**src/rtl/tdm_demux4_pkg.sv**
```systemverilog
// Shared types and default sizing for the TDM_DEMUX4 time-division demultiplexer.
package tdm_demux4_pkg;

   typedef enum logic {
      HUNT = 1'b0,
      LOCK = 1'b1
   } state_t;

   localparam int DEFAULT_W = 8;
   localparam int DEFAULT_N = 4;

endpackage

```
**src/rtl/tdm_demux4_slot.sv**
```systemverilog
// One output channel: a holding register plus its valid flag with same-cycle drain/refill.
module tdm_demux4_slot
   import tdm_demux4_pkg::*;
#(
   parameter int W = DEFAULT_W
) (
   input  logic         clk,
   input  logic         rst_n,
   input  logic         load,
   input  logic [W-1:0] load_data,
   input  logic         drain,
   output logic [W-1:0] data,
   output logic         valid
);

   // A load wins over a drain so a simultaneous take-and-refill keeps the channel full.
   always_ff @(posedge clk or negedge rst_n) begin
      if (!rst_n) begin
         data  <= '0;
         valid <= 1'b0;
      end else if (load) begin
         data  <= load_data;
         valid <= 1'b1;
      end else if (drain) begin
         valid <= 1'b0;
      end
   end

endmodule

```
**src/rtl/tdm_demux4.sv**
```systemverilog
// Demultiplexes a framed TDM sample stream onto N channel outputs with frame-lock tracking.
// Optional feature: define TDM_DEMUX4_ERRCNT_EN to add a saturating err_cnt output.
module tdm_demux4
   import tdm_demux4_pkg::*;
#(
   parameter int W = DEFAULT_W,
   parameter int N = DEFAULT_N
) (
   input  logic           clk,
   input  logic           rst_n,
   input  logic [W-1:0]   in_data,
   input  logic           in_valid,
   input  logic           in_sync,
   output logic           in_ready,
   output logic [N*W-1:0] ch_data,
   output logic [N-1:0]   ch_valid,
   input  logic [N-1:0]   ch_ready,
   output logic           sync_err
`ifdef TDM_DEMUX4_ERRCNT_EN
   ,
   output logic [7:0]     err_cnt
`endif
);

   localparam int SW = (N > 1) ? $clog2(N) : 1;

   state_t        state;
   logic [SW-1:0] slot;
   logic [SW-1:0] target;
   logic          is_load;
   logic          accept;
   logic [N-1:0]  loads;

   // A sample is stored whenever it carries sync or we are locked mid-frame; anything else is dropped.
   always_comb begin
      target   = in_sync ? '0 : slot;
      is_load  = in_sync || ((state == LOCK) && (slot != '0));
      in_ready = is_load ? (~ch_valid[target] | ch_ready[target]) : 1'b1;
      accept   = in_valid & in_ready;
   end

   for (genvar k = 0; k < N; k++) begin : g_ch
      assign loads[k] = accept & is_load & (target == SW'(k));

      tdm_demux4_slot #(
         .W(W)
      ) u_slot (
         .clk      (clk),
         .rst_n    (rst_n),
         .load     (loads[k]),
         .load_data(in_data),
         .drain    (ch_ready[k]),
         .data     (ch_data[k*W +: W]),
         .valid    (ch_valid[k])
      );
   end

   // Frame tracker: sync always restarts the frame at slot 1, a missing sync at slot 0 drops lock.
   always_ff @(posedge clk or negedge rst_n) begin
      if (!rst_n) begin
         state    <= HUNT;
         slot     <= '0;
         sync_err <= 1'b0;
      end else begin
         sync_err <= 1'b0;
         if (accept) begin
            case (state)
               HUNT: begin
                  if (in_sync) begin
                     state <= LOCK;
                     slot  <= SW'(1);
                  end
               end
               LOCK: begin
                  if (in_sync) begin
                     sync_err <= (slot != '0);
                     slot     <= SW'(1);
                  end else if (slot == '0) begin
                     sync_err <= 1'b1;
                     state    <= HUNT;
                  end else begin
                     slot <= (slot == SW'(N - 1)) ? '0 : slot + SW'(1);
                  end
               end
               default: state <= HUNT;
            endcase
         end
      end
   end

`ifdef TDM_DEMUX4_ERRCNT_EN
   always_ff @(posedge clk or negedge rst_n) begin
      if (!rst_n) begin
         err_cnt <= '0;
      end else if (sync_err && (err_cnt != 8'hFF)) begin
         err_cnt <= err_cnt + 8'd1;
      end
   end
`endif

endmodule

```
**config.mk**
```make
export PLATFORM = sky130hd
export DESIGN_NAME = tdm_demux4
export DESIGN_NICKNAME = d
export VERILOG_FILES = /design/src/rtl/tdm_demux4_pkg.sv /design/src/rtl/tdm_demux4_slot.sv /design/src/rtl/tdm_demux4.sv
export SDC_FILE = /design/constraint.sdc
export NUM_CORES = 1
export LEC_CHECK = 0
export CAP_MARGIN = 5
export CORE_UTILIZATION = 45
export CTS_CLUSTER_DIAMETER = 40
export CTS_CLUSTER_SIZE = 25
export DETAILED_ROUTE_END_ITERATION = 8
export PLACE_DENSITY = 0.77
export SETUP_SLACK_MARGIN = 0.3
export SYNTH_ARGS = -nofsm -noshare
export SYNTH_HDL_FRONTEND = slang
export SYNTH_SLANG_ARGS = --single-unit
```
**constraint.sdc**
```tcl
create_clock -name clk -period 5.5 [get_ports clk]
set_input_delay 1.1 -clock clk [delete_from_list [all_inputs] [get_ports clk]]
set_output_delay 1.1 -clock clk [all_outputs]
set_load 0.03 [all_outputs]
```
[Yosys cells after proc, flatten, opt, wreduce, memory -nomap -nowiden]
Index checks and enable logic that the tools add are counted.
W data, S select, Z words.
Storage, ports and cells
  register bits: 40
  bits of input ports: 16
Cells by class
  add/sub/neg operators: 1
  magnitude comparators: 1
  eq/ne operators: 6
  mux-type cells: 27
  bitwise gates (word level): 9
  reduce and logical (&&, ||, !) cells: 10
Operator list (count)
  $mux W1: 18
  $mux W2: 5
  $reduce_bool A2 Y1: 5
  $and A1 B1 Y1: 6
  $eq A2 B2 Y1 const B: 3
  $bmux W1 S2: 2
  $logic_not A2 Y1: 2
  $pmux W2 S2: 1
  $lt A2 B3 Y1 const B: 1
  $ne A3 B3 Y1 const B: 1
  $reduce_and A3 Y1: 1
  $add A2 B1 Y2 const B: 1
  $eq A2 B1 Y1 const B: 1
  $ne A2 B2 Y1 const B: 1
  $not A1 Y1: 2
  $pmux W1 S2: 1
  $logic_and A1 B1 Y1: 1
  $logic_or A1 B1 Y1: 1
  $or A1 B1 Y1: 1

[Logic depth before layout (Yosys ltp)]
  depth after elaboration: 10
  gate-level depth with buffers: 10
  depth with buffers taken out: 8

[Hierarchy]
Synthesis repeated with hierarchy kept, for this count alone.
Unflattened totals
  cells, all modules: 122
  area, all modules: 1870.5 um^2
By module, submodules not included
  tdm_demux4_slot: instances 4, cells each 20, area each 369.1 um^2, seq. area each 225.2 um^2
  tdm_demux4: instances 1, cells each 42, area each 394.1 um^2, seq. area each 100.1 um^2

[Least setup slack after synthesis]
No wires, ideal clock.
  path type: input -> output
  from: input in_sync
  to: output in_ready
  arrival time: 1.798 ns
  data required time: 4.400 ns
  setup slack: 2.602 ns
  stages: 4
  cell sequence: nand2b_1 o22ai_1 o2111a_4 inv_4
Between the ends
  longest elaborated chain between the ends: 6
  elaborated cells on any way between the ends: 9
RTL lines
  start: declaration: RTL line tdm_demux4.sv:13  | input logic in_sync,
  $mux W2: RTL line tdm_demux4.sv:36  | target = in_sync ? '0 : slot;
  $bmux W1 S2: RTL line tdm_demux4.sv:38  | in_ready = is_load ? (~ch_valid[target] | ch_ready[target]) : 1'b1;
  $mux W1 (implied by the code): RTL line tdm_demux4.sv:38
  $not A1 Y1: RTL line tdm_demux4.sv:38
  $or A1 B1 Y1: RTL line tdm_demux4.sv:38
  $mux W1 *: RTL line tdm_demux4.sv:38
  end: declaration: RTL line tdm_demux4.sv:14  | output logic in_ready,
Mark *: on every way between the ends. The rest lies on a longest branch, timed or not. The select of a mux whose other input is x is not followed.

[Worst setup path after layout]
Same ends and word-level chain as after synthesis.

==> flow_metrics.tcl <==
set metrics [dict create \
    peakVddDrop_mv 0.373 \
    htreeDepth 2 \
    synthMuxAreaShare_pct 23.7 \
    yosys.area_share.simple_pct 7.60 \
    p_comb_share_pct 50.9 \
    synth_adder_area_share_pct 1.39 \
    vias 1201 \
    dieArea_um2 4240 \
    rsz0062_at_grt "false" \
    slew_viol_final 0 \
    antenna_found_initial 0 \
    status "complete, no violations" \
    fin_nets 199 \
    synth_cells 128 \
    dp_hpwl_um 2630 \
    hold_class "flop to flop" \
    syn_area_per_cell_um2 14.0 \
    syn_nets 146 \
    crit_chain "clkdlybuf4s50_1, nand2b_1, o22ai_1, o2111a_4, inv_4, clkdlybuf4s50_1" \
    critPathMaxStageDelay_ps 670 \
    maxSlewHeadroom_pct 43.4 \
    skew_ps 5.24 \
    async_reset_ff_share_pct 100 \
    clock_path_buffers 2 \
    place.gp.congestion 0.962 \
    maxCapViolations 0 \
    cp-end-kind "output port" \
    swShare_pct 38.6 \
    viasPerCell 5.22 \
    pwr-share-seq_pct 32.7 \
    synth_ff_type "dfrtp_1" \
    switching_power_mw 0.600 \
    drive_above_1_share_pct 26.4 \
    grt_use_total_pct 19.6 \
    tightest_slew_ps 849 \
    slowest_stage "clkdlybuf4s50_1" \
    max_clock_freq_mhz 235 \
    grt.overflow.total 0 \
    ys_seq_elements 40 \
    clk_latency_ps 280 \
    p_per_area_nw_per_um2 635 \
    cts.repair.resized 0 \
    drt-total-wl_um 3690 \
    pwr-share-clk_pct 16.4 \
    grt_pass1_wl_um 6110 \
    clkSinkCount 40 \
    wl_per_cell_um 16.1 \
    postRouteAntennaNets 0 \
    crit_arrival_ps 3160 \
    fp.dieH_um 65.1 \
    cp_num_buf_inv 3 \
    cts_tree "yes" \
    insertedDiodeCount 0 \
    cts_root_buffer "clkbuf_8" \
    synth-compound-area-share_pct 6.56 \
    hold-path-cell-count 1 \
    first_global_vias 1273 \
    drc 0 \
    path_clk_slew_ps 70 \
    synth-xor-area-share_pct 0 \
    first_pass_iters 4 \
    synth_area_um2 1790 \
    critPathLaunchType "input pin" \
    ys_types 32 \
    cp.depth 6 \
    cts_buffers 5 \
    worstPathRequired_ps 4400 \
    grt_max_degree 41 \
    synth_edf_count 0 \
    cts_hold_buf 0 \
    setup_viol_count_final 0 \
    core_area_um2 3740 \
    rows 22 \
    synth_area_leaders "dfrtp_1, mux2_2, mux2_4, buf_4, inv_1" \
    die_w_um 65.1 \
    hold_violations 0 \
    fin_setup_tns_ps 0 \
    area_growth_pct 36.5 \
    internal_power_mw 0.954 \
    yosysTopAreaCell "dfrtp_1" \
    seq_area_frac_synth_pct 55.8 \
    p_total_mw 1.55 \
    fin_crit_sh_pct 77.5 \
    crit_top_cell "clkdlybuf4s50_1" \
    fin_crit_ps 4260 \
    critical_path_class "input pin to output port" \
    synth-warning-count 0 \
    reg2reg_depth 8 \
    drtIter0Drc 30 \
    crit_family "buffers and inverters" \
    io_pins 54 \
    leakage_nw 1.07 \
    post_cts_buffers 0 \
    crit_fanout 9 \
    synth_top_family_by_area "multiplexers" \
    io_buffers 53 \
    start_util_pct 47.9 \
    synth_top_area_share_pct 55.8 \
]
[cells by family after synthesis]
family                   Yosys count
buffers and inverters             15
AND/OR/NAND/NOR                   20
flip-flops                        40
AO/OA/AOI/OAI                     16
adder cells (fa/ha/maj)            2
multiplexers                      35
[layer usage]
layer / track usage (%) / routed length (µm)
met4: 8.15 / 34
met5: 0 / 0
met3: 6.94 / 256
met1: 23.5 / 1590
met2: 32.0 / 1810
[per-stage QoR]
stage / util [%] / hold WS [ps] / area (µm²) / setup WS (ps) / std cells
5_1_grt: 65.4 / 530 / 2450 / 1180 / 230
4_1_cts: 65.4 / 515 / 2450 / 1240 / 230
2_1_floorplan: - / 472 / 1790 / 2600 / 128
3_3_place_gp: 62.1 / 488 / 2320 / 1320 / 222
3_5_place_dp: 62.1 / 492 / 2320 / 1240 / 222
6_report: 65.4 / 511 / 2450 / 1240 / 230
[flip-flops by register name (all words and copies together), names as in the netlist]
| name | cells |
|---|---|
| g_ch.u_slot.data | 32 |
| g_ch.u_slot.valid | 4 |
| state | 1 |
| slot | 2 |
| sync_err | 1 |
[power by group through the flow]
| stage | Clock [mW] | Combinational (mW) | Sequential [mW] |
|---|---|---|---|
| after floorplan | 0 | 0.283 | 0.718 |
| after global placement | 0 | 0.783 | 0.506 |
| after detailed placement | 0 | 0.794 | 0.512 |
| after CTS | 0.262 | 0.798 | 0.509 |
| after global routing | 0.273 | 0.833 | 0.526 |
| final | 0.256 | 0.791 | 0.508 |
[cells in the mapped netlist, drive strengths merged (2+ instances only)]
library cell,instances
a41oi,2
nor2b,2
dfrtp,40
o22ai,3
o21ai,5
nand3,2
nor2,4
nor3,3
ha,2
nand2b,3
mux2,33
inv,8
mux2i,2
buf,6
[layout make-up]
type                            instances  area (µm²)
Fill cell                             300        1290
Sequential cell                        40        1000
Multi-Input combinational cell         73         704
Timing Repair Buffer                   53         526
Clock buffer                            7        96.3
Tap cell                               48        60.1
Inverter                                8        32.5
Clock inverter                          1        30.0
[layout by cell type (no fill, tap or decap), types with 2 or more instances in the layout]
cell type	netlist	layout
clkdlybuf4s50_1	0	52
inv_1	7	7
mux2_2	24	24
a41oi_1	2	2
mux2i_1	2	2
o21ai_0	4	4
nor2b_1	2	2
nor2_1	2	2
nand3_2	2	2
nand2b_1	3	3
nor3_1	3	3
nor2_4	2	2
mux2_4	9	9
ha_1	2	2
o22ai_1	3	3
clkbuf_8	0	7
dfrtp_1	40	40
[worst register-to-register path: stages, from the launching register on]
cell and delay, ps:
dfrtp_1 560, inv_1 150, ha_1 240, nand2b_1 230, mux2i_1 190, o2111a_4 300, inv_4 70, and3_1 390
mux2_4 390
[path summary, 6_finish.rpt]
| path | startpoint | endpoint | slack (ps) |
|---|---|---|---|
| max in group asynchronous | rst_n | g_ch[3].u_slot.data[4]$_DFFE_PN0P_ | 4040 |
| min reg2reg | g_ch[0].u_slot.data[6]$_DFFE_PN0P_ | g_ch[0].u_slot.data[6]$_DFFE_PN0P_ | 510 |
| min | g_ch[0].u_slot.data[6]$_DFFE_PN0P_ | g_ch[0].u_slot.data[6]$_DFFE_PN0P_ | 510 |
| max | in_sync | in_ready | 1240 |
| min in group asynchronous | rst_n | g_ch[0].u_slot.data[3]$_DFFE_PN0P_ | 910 |
| max reg2reg | slot[1]$_DFFE_PN0P_ | g_ch[1].u_slot.data[1]$_DFFE_PN0P_ | 2880 |
Power figures use the tool's default switching activity.
